<file path="src/rtl/sand_row_fetch.sv">
// sand_row_fetch: frame-level sequencer for the falling-sand simulation.
// Walks the packed grid bottom-up one 32-bit word at a time. For each word
// it reads the region and floor words, hands them to sand_update, and writes
// both results back.
// Optional feature macro: SAND_SKIP_EMPTY_EN. When it is defined, an all-empty
// region word skips the evaluate/write-back phases.
module sand_row_fetch #(
    parameter int WORDS_PER_ROW = 40,
    parameter int ROWS          = 480,
    parameter int ADDR_W        = 15
) (
    input  logic              clk,
    input  logic              reset_n,
    input  logic              start,
    output logic              busy,
    output logic              done,
    output logic [ADDR_W-1:0] mem_addr,
    output logic              mem_re,
    output logic              mem_we,
    output logic [31:0]       mem_wdata,
    input  logic [31:0]       mem_rdata,
    output logic [31:0]       region,
    output logic [31:0]       floor,
    output logic              docalculations,
    output logic              screenbegin,
    output logic              screenend,
    input  logic [31:0]       new_region,
    input  logic [31:0]       new_floor
);

    localparam int ROW_W = (ROWS > 2) ? $clog2(ROWS) : 1;
    localparam int COL_W = (WORDS_PER_ROW > 1) ? $clog2(WORDS_PER_ROW) : 1;

    localparam logic [ROW_W-1:0]  ROW_FIRST  = ROW_W'(ROWS - 2);
    localparam logic [COL_W-1:0]  COL_LAST   = COL_W'(WORDS_PER_ROW - 1);
    localparam logic [ADDR_W-1:0] BASE_FIRST = ADDR_W'((ROWS - 2) * WORDS_PER_ROW);
    localparam logic [ADDR_W-1:0] ROW_STEP   = ADDR_W'(WORDS_PER_ROW);

    typedef enum logic [3:0] {
        IDLE,
        RD_R,
        RD_F,
        LATCH,
        CALC,
        WR_R,
        WR_F,
        NEXT,
        DONE
    } state_t;

    state_t            state;
    state_t            state_nx;
    logic [ROW_W-1:0]  row;
    logic [ROW_W-1:0]  row_nx;
    logic [COL_W-1:0]  col;
    logic [COL_W-1:0]  col_nx;
    logic [ADDR_W-1:0] row_base;
    logic [ADDR_W-1:0] base_nx;
    logic [ADDR_W-1:0] region_addr_nx;
    logic [ADDR_W-1:0] floor_addr_nx;
    logic              scan_nx;
    // The region result goes straight into the mem_wdata register on entry to
    // WR_R; only the floor result needs its own holding register.
    logic [31:0]       wr_floor;

    // Next-state and next-position decode. Outputs are registered from these
    // so every strobe lines up with the state it belongs to.
    always_comb begin
        state_nx = state;
        row_nx   = row;
        col_nx   = col;
        base_nx  = row_base;
        case (state)
            IDLE: begin
                if (start) begin
                    state_nx = RD_R;
                    row_nx   = ROW_FIRST;
                    col_nx   = '0;
                    base_nx  = BASE_FIRST;
                end
            end
            RD_R:  state_nx = RD_F;
            RD_F:  state_nx = LATCH;
            LATCH: begin
`ifdef SAND_SKIP_EMPTY_EN
                if (region == 32'h0) begin
                    state_nx = NEXT;
                end else begin
                    state_nx = CALC;
                end
`else
                state_nx = CALC;
`endif
            end
            CALC:  state_nx = WR_R;
            WR_R:  state_nx = WR_F;
            WR_F:  state_nx = NEXT;
            NEXT: begin
                if (col != COL_LAST) begin
                    col_nx   = col + 1'b1;
                    state_nx = RD_R;
                end else begin
                    col_nx = '0;
                    if (row == '0) begin
                        state_nx = DONE;
                    end else begin
                        row_nx   = row - 1'b1;
                        base_nx  = row_base - ROW_STEP;
                        state_nx = RD_R;
                    end
                end
            end
            DONE:    state_nx = IDLE;
            default: state_nx = IDLE;
        endcase
    end

    // Addresses for the upcoming cycle; the floor word sits one row below.
    always_comb begin
        region_addr_nx = base_nx + ADDR_W'(col_nx);
        floor_addr_nx  = region_addr_nx + ROW_STEP;
        scan_nx        = (state_nx inside {RD_R, RD_F, LATCH, CALC, WR_R, WR_F, NEXT});
    end

    // Sequencer state, data latches and registered outputs.
    always_ff @(posedge clk or negedge reset_n) begin
        if (!reset_n) begin
            state          <= IDLE;
            row            <= '0;
            col            <= '0;
            row_base       <= '0;
            region         <= '0;
            floor          <= '0;
            wr_floor       <= '0;
            busy           <= 1'b0;
            done           <= 1'b0;
            mem_addr       <= '0;
            mem_re         <= 1'b0;
            mem_we         <= 1'b0;
            mem_wdata      <= '0;
            docalculations <= 1'b0;
            screenbegin    <= 1'b0;
            screenend      <= 1'b0;
        end else begin
            state    <= state_nx;
            row      <= row_nx;
            col      <= col_nx;
            row_base <= base_nx;

            if (state == RD_F) begin
                region <= mem_rdata;
            end
            if (state == LATCH) begin
                floor <= mem_rdata;
            end
            if (state == CALC) begin
                wr_floor <= new_floor;
            end

            busy           <= (state_nx != IDLE);
            done           <= (state_nx == DONE);
            mem_re         <= (state_nx == RD_R) || (state_nx == RD_F);
            mem_we         <= (state_nx == WR_R) || (state_nx == WR_F);
            docalculations <= (state_nx == CALC);
            screenbegin    <= scan_nx && (col_nx == '0);
            screenend      <= scan_nx && (col_nx == COL_LAST);

            case (state_nx)
                RD_R:    mem_addr <= region_addr_nx;
                WR_R:    mem_addr <= region_addr_nx;
                RD_F:    mem_addr <= floor_addr_nx;
                WR_F:    mem_addr <= floor_addr_nx;
                default: mem_addr <= '0;
            endcase

            case (state_nx)
                WR_R:    mem_wdata <= new_region;
                WR_F:    mem_wdata <= wr_floor;
                default: mem_wdata <= '0;
            endcase
        end
    end

endmodule

</file>
<file path="config.mk">
export PLATFORM = sky130hd
export DESIGN_NAME = sand_row_fetch
export DESIGN_NICKNAME = d
export VERILOG_FILES = /design/src/rtl/sand_row_fetch.sv
export SDC_FILE = /design/constraint.sdc
export NUM_CORES = 1
export LEC_CHECK = 0
export ABC_CLOCK_PERIOD_IN_PS = 9400
export CAP_MARGIN = 20
export CORE_ASPECT_RATIO = 0.7
export CORE_MARGIN = 1.5
export CORE_UTILIZATION = 51
export CTS_CLUSTER_DIAMETER = 150
export DETAILED_ROUTE_END_ITERATION = 16
export PLACE_DENSITY = 0.95
export SETUP_SLACK_MARGIN = 0.05
export SLEW_MARGIN = 20
export SYNTH_ARGS = -nofsm -noshare
export SYNTH_HDL_FRONTEND = slang
export SYNTH_SLANG_ARGS = --single-unit
export TNS_END_PERCENT = 30
</file>
<file path="constraint.sdc">
create_clock -name clk -period 9.4 [get_ports clk]
set_clock_uncertainty 0.2 [all_clocks]
set_input_delay 1.88 -clock clk [delete_from_list [all_inputs] [get_ports clk]]
set_output_delay 1.88 -clock clk [all_outputs]
set_load 0.02 [all_outputs]
</file>
==> summary.md, run 1 <==
| Metric | Value |
|---|---|
| Classification of the worst setup path | `in2reg` |
| Die span in y | `107.6 um` |
| Flop and latch count out of synthesis | `184` |
| Fraction of the mapped netlist area in simple logic gates | `11.70%` |
| CP max-delay cell | `sky130_fd_sc_hd__nand3b_1` |
| Post-synthesis instance area | `0.007969 mm2` |
| Leak Pwr | `4.679 nW` |
| Clock tree from TritonCTS | `yes` |
| Most frequent standard cell in the layout excluding fill and tap cells | `sky130_fd_sc_hd__clkdlybuf4s50_1` |
| Clock H-tree levels | `4` |
| Path class of the lowest-slack min-delay path | `reg2reg` |
| Detailed Route Iter0 Violations | `407` |
| Worst-path clk slew | `0.07 ns` |
| Delay of the slowest cell on the worst path | `0.70 ns` |
| Total gr overflow | `0` |
| Most used flip-flop cell after synthesis | `sky130_fd_sc_hd__dfrtp_1` |
| Max-cap violations | `0` |
| Clock insertion delay at the later pin of the skew report | `0.43 ns` |
| Clk Tree Root Cell | `sky130_fd_sc_hd__clkbuf_16` |
| Pin count of the biggest net entering global routing | `106` |
| Final Max Tran Viols | `0` |
| Number of synthesis warnings | `0` |
| Total CTS buffers | `17` |
| Mux cell area share after synthesis | `18.12%` |
| Seq/Total Area, Yosys | `57.78%` |
| Average wire per cell in the routed design | `18.24 um` |
| Ports placed on the boundary | `217` |
| Headroom to the max-slew limit | `33.53%` |
| Final worst setup slack | `3.152 ns` |
| RSZ-0062 raised after global routing | `false` |
| Post-synthesis share of cell area spent on full adders, half adders and majority gates | `1.978%` |
| Type of destination of the critical path | `flip-flop` |
| Fin crit share | `66.47%` |
| Share of layout cells above drive strength 1 | `17.93%` |
| P&R area growth vs syn | `36.68%` |
| Clock Sinks | `184` |
| Compound-cell area share of the yosys netlist | `4.883%` |
| Slew @ Worst Pin | `0.9940 ns` |
| Fmax | `0.1600 GHz` |
| Number of global-route vias before repair | `6043` |
| Critical path launch point type | `input pin` |
| Placeable core region | `0.01540 mm2` |
| Combinational family with the most area after synthesis | `multiplexers` |
| Number of port buffers | `216` |
| Maximum vdd drop | `212.7 uV` |
| Buffers and inverters on the worst path | `1` |
| Leading cell types in the layout, fill and taps excluded | `sky130_fd_sc_hd__clkdlybuf4s50_1, sky130_fd_sc_hd__dfrtp_1, sky130_fd_sc_hd__mux2_2` |
| Floorplan die area | `0.01640 mm2` |
| Post-layout nets | `958` |
| Post-synthesis net count | `748` |
| CP most frequent cell | `sky130_fd_sc_hd__nand2_1` |
| Total vias in the final route | `5809` |
| Total detailed-routing wirelength | `19320 um` |
| Synthesized instance count | `637` |
| Number of enable flip-flop cells after synthesis | `0` |
| Fraction of registers with async set or reset after synthesis | `100.0%` |
| Run status | `finished clean` |
| Standard-cell row count | `38` |
| Cell chain of the critical path | `clkdlybuf4s50_1 -> nand3b_1 -> nand2_1 -> o21ai_0 -> nand2_1 -> o21ai_0 -> ha_1 -> nand2_1 -> o211ai_1 -> a21o_1 -> a21bo_2 -> nor3b_2 -> a31oi_1 -> or4_4 -> or3_1 -> o211ai_1` |
| Post-placement worst setup slack | `2.770 ns` |
| Required time of the worst setup path | `9.54 ns` |
| Final number of hold-violating endpoints | `0` |
| Number of antenna violations at the first check in global routing | `0` |
| Post-synthesis xor/xnor area fraction | `3.517%` |
| Quantity of gates resized following cts | `0` |
| Total setup violations reported at the end of the flow | `0` |
| Accumulated negative setup slack | `0 ns` |
| Initial standard-cell utilization of the core | `51.73%` |
| Worst-path fanout max | `23` |
| GRT Overall Usage | `24.80%` |
| Final antenna-violating net count | `0` |
| Shortest period the worst path allows | `6.248 ns` |
| Synthesized area per cell | `12.51 um2` |
| Family of cells with the greatest summed delay on the critical path | `simple AND/OR/NAND/NOR gates` |
| DRC viols | `0` |
| First-pass GRT wire length | `31450 um` |
| Number of inserted diodes | `0` |
| Final HPWL from detailed placement | `13770 um` |
| GP Congestion | `0.8589` |
| 1st-pass router iterations | `5` |
| Post-CTS Hold Fix Bufs | `0` |
| Buffer levels on the longest clock path | `2` |
| Buffer count from post-CTS setup fixing | `0` |
| DIE WIDTH | `152.4 um` |
| Count of unique library cells instantiated by Yosys | `58` |
| Via-per-instance ratio | `5.485` |
| Critical path arrival | `6.39 ns` |
| Areal power density over the cells | `340.3 mW/mm2` |
[kinds of logic (layout without fill, tap and decap cells)]
group,count (synthesis),count (layout)
flops,184,184
simple gates,178,178
mux,131,131
compound gates,59,59
buf+inv,41,263
xor+xnor,32,32
fa+ha+maj,12,12
[power breakdown]
group	switching, W	internal, W
logic	0.000880	0.000833
clock network	0.000344	0.000355
registers	0.000173	0.00112
[flip-flops by register name, indices dropped and copies added (netlist names), 4 cells and up]
| signal | cells |
|---|---|
| state | 4 |
| row_base | 15 |
| col | 6 |
| floor | 32 |
| row | 9 |
| wr_floor | 32 |
| mem_wdata | 32 |
| region | 32 |
| mem_addr | 15 |
[layout make-up]
class                   count  area [um2]
flip-flops and latches    184        4606
fillers                  1009        4513
multi-input cells         412        3211
repair buffers            221        2205
clock buffers              17       425.4
well taps                 200       250.2
clock inverters            14       153.9
inverters                  11       41.29
[stage by stage]
stage / cells / power (W) / hold WS, ns / utilization (%) / instance area [um2]
2_1_floorplan: 637 / 0.002295 / 0.2536 / - / 7969
3_3_place_gp: 1028 / 0.002956 / 0.2718 / 66.92 / 10310
3_5_place_dp: 1028 / 0.003021 / 0.2751 / 66.92 / 10310
4_1_cts: 1059 / 0.003737 / 0.2921 / 70.68 / 10890
5_1_grt: 1059 / 0.003915 / 0.3131 / 70.70 / 10890
6_report: 1059 / 0.003706 / 0.2905 / 70.70 / 10890
[cell usage after synthesis (all sizes together), types with 10 or more instances]
master / count / area share (%)
o21ai: 15 / 0.94
ha: 11 / 1.7
nor3: 11 / 0.69
nor2: 59 / 2.8
nand2: 39 / 1.8
xnor2: 23 / 2.5
mux2i: 35 / 4.6
dfrtp: 184 / 58
inv: 11 / 0.52
clkbuf: 19 / 0.89
buf: 11 / 0.61
mux2: 96 / 14
or4: 10 / 1.1
nand3: 10 / 0.79
[metal layers]
metal  vias to the layer above  wire, um  global-route usage [%]
met3                        24      1569                   10.14
met4                         0       202                   6.103
met2                       201      9810                   41.56
met5                         -         0                       0
li1                       2660         -                       -
met1                      2924      7735                   29.98
[path summary, 6_finish.rpt]
kind                        startpoint  cells after the start  slack (ns)           end
max                              start                     16        3.15  mem_addr[13]
min                        row_base[2]                      1        0.29   row_base[2]
min in group asynchronous      reset_n                      1        1.36   mem_addr[7]
max in group asynchronous      reset_n                      2        6.42     floor[11]
max reg2reg                     row[3]                     15        4.22  mem_addr[13]
min reg2reg                row_base[2]                      1        0.29   row_base[2]
Note: power is estimated with default switching activity, not from simulation.
==> inputs of run 2 (changes only) <==
--- a/config.mk
+++ b/config.mk
@@ -5,14 +5,14 @@
 export SDC_FILE = /design/constraint.sdc
 export NUM_CORES = 1
 export LEC_CHECK = 0
-export ABC_CLOCK_PERIOD_IN_PS = 9400
+export ABC_CLOCK_PERIOD_IN_PS = 5500
 export CAP_MARGIN = 20
 export CORE_ASPECT_RATIO = 0.7
 export CORE_MARGIN = 1.5
-export CORE_UTILIZATION = 51
+export CORE_UTILIZATION = 44
 export CTS_CLUSTER_DIAMETER = 150
 export DETAILED_ROUTE_END_ITERATION = 16
-export PLACE_DENSITY = 0.95
+export PLACE_DENSITY = 0.88
 export SETUP_SLACK_MARGIN = 0.05
 export SLEW_MARGIN = 20
 export SYNTH_ARGS = -nofsm -noshare
==> constraint.sdc (replaced) <==
create_clock -name clk -period 5.5 [get_ports clk]
set_clock_uncertainty 0.2 [all_clocks]
set_input_delay 1.1 -clock clk [delete_from_list [all_inputs] [get_ports clk]]
set_output_delay 1.1 -clock clk [all_outputs]
set_load 0.02 [all_outputs]
==> summary.md, run 2 (synthesis gave the netlist of run 1 again) <==
| Metric | Value |
|---|---|
| Run status | `finished clean` |
| Classification of the worst setup path | `reg2reg` |
| Clock insertion delay at the later pin of the skew report | `0.43 ns (about the same)` |
| Placeable core region | `0.01742 mm2 (+13%)` |
| Buffer count from post-CTS setup fixing | `0 (unchanged)` |
| Die span in y | `115.6 um (+7.4%)` |
| Critical path launch point type | `flip-flop` |
| Worst-path fanout max | `8 (-65%)` |
| Total vias in the final route | `5785 (-0.41%)` |
| Detailed-routing wirelength on met1 | `8203 um (+6.1%)` |
| Worst-path clk slew | `0.07 ns (about the same)` |
| Slew @ Worst Pin | `0.8708 ns (-0.1232 ns)` |
| Clock Sinks | `184 (unchanged)` |
| Leading cell types in the layout, fill and taps excluded | `sky130_fd_sc_hd__clkdlybuf4s50_1, sky130_fd_sc_hd__dfrtp_1, sky130_fd_sc_hd__mux2_2` |
| Worst reg2reg setup slack | `0.43 ns (-3.79 ns)` |
| Standard-cell row count | `40 (+5.3%)` |
| Number of port buffers | `216 (unchanged)` |
| Worst hold path stage count | `1 (unchanged)` |
| Wire length on met2 | `9632 um (-1.8%)` |
| Number of global-route vias before repair | `5869 (-2.9%)` |
| Leak Pwr | `4.712 nW (+0.71%)` |
| Detailed Route Iter0 Violations | `385 (-5.4%)` |
| RSZ-0062 raised after global routing | `false` |
| Type of destination of the critical path | `flip-flop` |
| Most frequent standard cell in the layout excluding fill and tap cells | `sky130_fd_sc_hd__clkdlybuf4s50_1` |
| Clock tree from TritonCTS | `yes` |
| 1st-pass router iterations | `5 (unchanged)` |
| WHS Endpoint | `row_base[0]` |
| Areal power density over the cells | `583.8 mW/mm2 (+72%)` |
| Post-CTS Hold Fix Bufs | `0 (unchanged)` |
| Headroom to the max-slew limit | `40.44% (+6.9 points)` |
| DRC viols | `0 (unchanged)` |
| Path class of the lowest-slack min-delay path | `reg2reg` |
| Floorplan die area | `0.01894 mm2 (+16%)` |
| Accumulated negative setup slack | `0 ns (unchanged)` |
| Total CTS buffers | `17 (unchanged)` |
| Pin count of the biggest net entering global routing | `114 (+7.5%)` |
| Fin crit share | `92.13%` |
| Final HPWL from detailed placement | `14290 um (+3.8%)` |
| Share of layout cells above drive strength 1 | `18.29% (+0.36 points)` |
| Ports placed on the boundary | `217 (unchanged)` |
| P&R area growth vs syn | `37.92%` |
| Clock H-tree levels | `4 (unchanged)` |
| Required time of the worst setup path | `5.65 ns (-3.89 ns)` |
| Buffer levels on the longest clock path | `2 (unchanged)` |
| Start point of the worst hold path | `row_base[0]` |
| Final Max Tran Viols | `0 (unchanged)` |
| Logic depth of the worst register-to-register path | `15 (unchanged)` |
| Via-per-instance ratio | `5.283 (-3.7%)` |
| Average wire per cell in the routed design | `18.26 um (about the same)` |
| Final antenna-violating net count | `0 (unchanged)` |
| Reg-to-reg endpoint | `mem_addr[13]` |
| Number of inserted diodes | `0 (unchanged)` |
| Fmax | `0.1974 GHz` |
| Clk Tree Root Cell | `sky130_fd_sc_hd__clkbuf_16` |
| Critical path arrival | `5.22 ns (-1.17 ns)` |
| Final number of hold-violating endpoints | `0 (unchanged)` |
| Shortest period the worst path allows | `5.067 ns` |
| Total gr overflow | `0 (unchanged)` |
| Top layer reached by signal wires | `met4` |
| Maximum vdd drop | `366.0 uV (+72%)` |
| Total setup violations reported at the end of the flow | `0 (unchanged)` |
| Initial standard-cell utilization of the core | `45.75% (-6.0 points)` |
| Max-cap violations | `0 (unchanged)` |
| Met3 routed wirelength | `1850 um (+18%)` |
| DIE WIDTH | `163.9 um (+7.5%)` |
| Total detailed-routing wirelength | `19990 um (+3.5%)` |
| First-pass GRT wire length | `31730 um (+0.90%)` |
| Worst r2r src | `row[3]` |
| Dpl cells | `1063 (+3.4%)` |
| Post-layout nets | `962 (+0.42%)` |
| Number of antenna violations at the first check in global routing | `0 (unchanged)` |
| GRT Overall Usage | `22.06% (-2.7 points)` |
| Quantity of gates resized following cts | `0 (unchanged)` |
| Final standard cell count with taps included and fillers excluded | `1095 (+3.4%)` |
| GP Congestion | `0.9116 (+6.1%)` |
run 2: cell types whose count changed in the layout (fill, tap and decap cells not counted):
cell,before,now
sky130_fd_sc_hd__clkinv_4,2,3
sky130_fd_sc_hd__inv_8,4,3
sky130_fd_sc_hd__inv_6,4,3
sky130_fd_sc_hd__buf_6,2,0
sky130_fd_sc_hd__bufinv_16,0,1
sky130_fd_sc_hd__clkbuf_8,0,1
sky130_fd_sc_hd__clkbuf_1,0,1
sky130_fd_sc_hd__clkinvlp_4,1,0
sky130_fd_sc_hd__buf_4,4,9
sky130_fd_sc_hd__clkinv_8,3,4
run 2: worst max-delay path by stage:
stage            from            to  slack, ns  cells after the start
2_1_floorplan   start  mem_addr[13]       0.96                     14
3_3_place_gp    start  mem_addr[13]       0.42                     16
3_5_place_dp    start  mem_addr[13]       0.33                     16
4_1_cts        row[3]  mem_addr[13]       0.47                     15
5_1_grt        row[3]  mem_addr[13]       0.18                     15
6_report       row[3]  mem_addr[13]       0.43                     15
run 2: per-stage QoR:
step           hold slack [ns]  cell area (um2)  total power [W]  util, %  worst slack [ns]
6_report                0.3008            10990         0.006416    63.10            0.4329
5_1_grt                 0.3182            10990         0.006756    63.10            0.1765
4_1_cts                 0.3002            10990         0.006470    63.10            0.4702
3_5_place_dp            0.2789            10380         0.005196    59.60            0.3320
3_3_place_gp            0.2724            10380         0.005101    59.60            0.4235
2_1_floorplan           0.2536             7969         0.003922        -            0.9624
run 2: cell type report:
cell class / count / area [um2]
Fill cell: 1300 / 6426
Sequential cell: 184 / 4606
Multi-Input combinational cell: 412 / 3211
Timing Repair Buffer: 225 / 2233
Clock buffer: 18 / 429.2
Tap cell: 231 / 289.0
Clock inverter: 14 / 181.4
Inverter: 11 / 41.29
run 2: critical path: stages, from the launching register on:
cell and delay (ns):
sky130_fd_sc_hd__dfrtp_1 0.43, sky130_fd_sc_hd__or4_4 0.59, sky130_fd_sc_hd__or4_2 0.69, sky130_fd_sc_hd__nand3_1 0.26, sky130_fd_sc_hd__nand2_1 0.14, sky130_fd_sc_hd__mux2i_1 0.25, sky130_fd_sc_hd__ha_1 0.26, sky130_fd_sc_hd__nand2_1 0.11
sky130_fd_sc_hd__o211ai_1 0.22, sky130_fd_sc_hd__a21o_1 0.17, sky130_fd_sc_hd__a21bo_2 0.27, sky130_fd_sc_hd__nor3b_2 0.20, sky130_fd_sc_hd__a31oi_1 0.11, sky130_fd_sc_hd__or4_4 0.56, sky130_fd_sc_hd__or3_1 0.36, sky130_fd_sc_hd__o211ai_1 0.17
run 2: where the power goes:
part           leakage (nW)  internal (W)  switching, W
clock network         0.296      0.000655      0.000584
registers              2.25       0.00191      0.000294
logic                  2.17       0.00143       0.00154
run 2: metal layers:
| layer | track usage, % | vias up |
|---|---|---|
| met5 | 0 | - |
| met3 | 8.626 | 27 |
| met1 | 28.32 | 2869 |
| li1 | - | 2672 |
| met4 | 6.970 | 0 |
| met2 | 34.57 | 217 |
==> inputs of run 3 (changes only) <==
--- a/config.mk
+++ b/config.mk
@@ -7,7 +7,6 @@
 export LEC_CHECK = 0
 export ABC_CLOCK_PERIOD_IN_PS = 5500
 export CAP_MARGIN = 20
-export CORE_ASPECT_RATIO = 0.7
 export CORE_MARGIN = 1.5
 export CORE_UTILIZATION = 44
 export CTS_CLUSTER_DIAMETER = 150
==> summary.md, run 3 (synthesis gave the netlist of run 1 again) <==
| Metric | Value |
|---|---|
| Run status | `finished clean` |
| Number of inserted diodes | `0 (unchanged)` |
| Critical path launch point type | `flip-flop` |
| Maximum vdd drop | `338.5 uV (-7.5%)` |
| Net switching power figure | `0.002346 W (-2.9%)` |
| Worst-path clk slew | `0.07 ns (about the same)` |
| Total CTS buffers | `17 (unchanged)` |
| DIE WIDTH | `137.6 um (-16%)` |
| Fmax | `0.2004 GHz (+1.5%)` |
| Standard-cell row count | `49 (+23%)` |
| Leak Pwr | `4.720 nW (+0.17%)` |
| Detailed Route Iter0 Violations | `310 (-19%)` |
| Most frequent standard cell in the layout excluding fill and tap cells | `sky130_fd_sc_hd__clkdlybuf4s50_1` |
| Number of port buffers | `216 (unchanged)` |
| Pin count of the biggest net entering global routing | `101 (-11%)` |
| RSZ-0062 raised after global routing | `false` |
| Clock insertion delay at the later pin of the skew report | `0.43 ns (about the same)` |
| Clock tree from TritonCTS | `yes` |
| Total detailed-routing wirelength | `18160 um (-9.2%)` |
| Total setup violations reported at the end of the flow | `0 (unchanged)` |
| DRC viols | `0 (unchanged)` |
| P&R area growth vs syn | `38.08%` |
| 1st-pass router iterations | `6 (+1)` |
| Via-per-instance ratio | `5.235 (-0.91%)` |
| Placeable core region | `0.01784 mm2 (+2.4%)` |
| Floorplan die area | `0.01893 mm2 (about the same)` |
| Buffer count from post-CTS setup fixing | `0 (unchanged)` |
| Initial standard-cell utilization of the core | `44.67% (-1.1 points)` |
| Final standard cell count with taps included and fillers excluded | `1094 (-0.091%)` |
| First-pass GRT wire length | `28420 um (-10%)` |
| Fraction of power spent switching nets | `36.96% (-0.69 points)` |
| Accumulated negative setup slack | `0 ns (unchanged)` |
| Clock group share of total power | `19.6% (+0.3 points)` |
| Dpl cells | `1062 (-0.094%)` |
| Slew @ Worst Pin | `1.057 ns (+0.1863 ns)` |
| Headroom to the max-slew limit | `27.70% (-13 points)` |
| Clock Sinks | `184 (unchanged)` |
| Fin crit share | `90.74% (-1.4 points)` |
| Classification of the worst setup path | `reg2reg` |
| Leading cell types in the layout, fill and taps excluded | `sky130_fd_sc_hd__clkdlybuf4s50_1, sky130_fd_sc_hd__dfrtp_1, sky130_fd_sc_hd__mux2_2` |
| Internal | `0.004002 W (about the same)` |
| Number of antenna violations at the first check in global routing | `0 (unchanged)` |
| Number of global-route vias before repair | `5795 (-1.3%)` |
| Final number of hold-violating endpoints | `0 (unchanged)` |
| Max-cap violations | `0 (unchanged)` |
| Total power consumption of the routed design | `0.006348 W (-1.1%)` |
| Type of destination of the critical path | `flip-flop` |
| Critical path arrival | `5.08 ns (-0.14 ns)` |
| Areal power density over the cells | `576.9 mW/mm2 (-1.2%)` |
| Worst hold path stage count | `1 (unchanged)` |
| Die span in y | `137.6 um (+19%)` |
| Post-CTS Hold Fix Bufs | `0 (unchanged)` |
| Final HPWL from detailed placement | `12960 um (-9.3%)` |
| Post-layout nets | `963 (+0.10%)` |
| Quantity of gates resized following cts | `0 (unchanged)` |
| Filler cell count in the final layout | `1402 (+7.8%)` |
| Clk Tree Root Cell | `sky130_fd_sc_hd__clkbuf_16` |
| Share of layout cells above drive strength 1 | `18.50% (+0.21 points)` |
| Worst-path fanout max | `8 (unchanged)` |
| Final Max Tran Viols | `0 (unchanged)` |
| Total gr overflow | `0 (unchanged)` |
| Ports placed on the boundary | `217 (unchanged)` |
| Path class of the lowest-slack min-delay path | `reg2reg` |
| Buffer levels on the longest clock path | `2 (unchanged)` |
| Shortest period the worst path allows | `4.991 ns (-0.07630 ns)` |
| Final antenna-violating net count | `0 (unchanged)` |
| Average wire per cell in the routed design | `16.60 um (-9.1%)` |
| Clock H-tree levels | `4 (unchanged)` |
| GP Congestion | `0.8893 (-2.4%)` |
| GRT Overall Usage | `19.50% (-2.6 points)` |
| Seq pwr share | `34.5% (about the same)` |
| Required time of the worst setup path | `5.59 ns (-0.06 ns)` |
| Share of total power in combinational logic | `45.9% (-0.4 points)` |
| Logic depth of the worst register-to-register path | `15 (unchanged)` |
| Total vias in the final route | `5727 (-1.0%)` |
[run 3: cell count changes in the layout (fill, tap and decap cells not counted)]
| cell | change |
|---|---|
| sky130_fd_sc_hd__inv_6 | +1 |
| sky130_fd_sc_hd__clkbuf_1 | -1 |
| sky130_fd_sc_hd__clkinv_4 | +1 |
| sky130_fd_sc_hd__buf_6 | +1 |
| sky130_fd_sc_hd__buf_12 | +1 |
| sky130_fd_sc_hd__clkbuf_8 | -1 |
| sky130_fd_sc_hd__clkinv_8 | -1 |
[run 3: final cells by class]
type	instances	area (um2)	share of cell area (%)
well taps	229	286.5	2.604
inverters	11	41.29	0.3753
flip-flops and latches	184	4606	41.86
multi-input cells	412	3211	29.18
clock buffers	17	425.4	3.866
clock inverters	15	182.7	1.660
repair buffers	226	2251	20.46
[run 3: routing by layer]
metal  wire (um)  up-vias  track usage, %
li1            -     2667               -
met1        7148     2800           22.91
met2        9023      232           32.97
met3        1666       28           6.586
met4         322        0           7.485
met5           0        -               0
[run 3: worst paths after layout]
path                                 start             to  slack, ns
worst max-delay path                row[3]   mem_addr[13]       0.51
worst min-delay path            region[19]     region[19]       0.31
worst max register to register      row[3]   mem_addr[13]       0.51
worst min register to register  region[19]     region[19]       0.31
max in group asynchronous          reset_n     region[30]       3.61
min in group asynchronous          reset_n  mem_wdata[29]       0.49
[run 3: worst max-delay path, cell delays in order (launching register included)]
cell	delay [ns]
sky130_fd_sc_hd__dfrtp_1	0.43
sky130_fd_sc_hd__or4_4	0.59
sky130_fd_sc_hd__or4_2	0.67
sky130_fd_sc_hd__nand3_1	0.25
sky130_fd_sc_hd__nand2_1	0.13
sky130_fd_sc_hd__mux2i_1	0.24
sky130_fd_sc_hd__ha_1	0.26
sky130_fd_sc_hd__nand2_1	0.11
sky130_fd_sc_hd__o211ai_1	0.22
sky130_fd_sc_hd__a21o_1	0.17
sky130_fd_sc_hd__a21bo_2	0.27
sky130_fd_sc_hd__nor3b_2	0.16
sky130_fd_sc_hd__a31oi_1	0.08
sky130_fd_sc_hd__or4_4	0.55
sky130_fd_sc_hd__o311ai_0	0.37
sky130_fd_sc_hd__o211ai_1	0.14
[run 3: stage by stage]
| step | util [%] | setup WS, ns | hold WS [ns] | cell area [um2] |
|---|---|---|---|---|
| global placement | 58.27 | 0.4356 | 0.2789 | 10400 |
| global route | 61.67 | 0.3108 | 0.3263 | 11000 |
| floorplan | - | 0.9624 | 0.2536 | 7969 |
| detailed placement | 58.27 | 0.2971 | 0.2859 | 10400 |
| CTS | 61.67 | 0.5653 | 0.3103 | 11000 |
| finish | 61.67 | 0.5092 | 0.3066 | 11000 |
[run 3: power by group through the flow]
stage / sequential, W / combinational [W] / clock (W)
after floorplan: 0.00264 / 0.00128 / 0
after global placement: 0.00219 / 0.00288 / 0
after detailed placement: 0.00222 / 0.00294 / 0
after CTS: 0.00220 / 0.00295 / 0.00127
after global routing: 0.00226 / 0.00314 / 0.00132
final: 0.00219 / 0.00292 / 0.00124
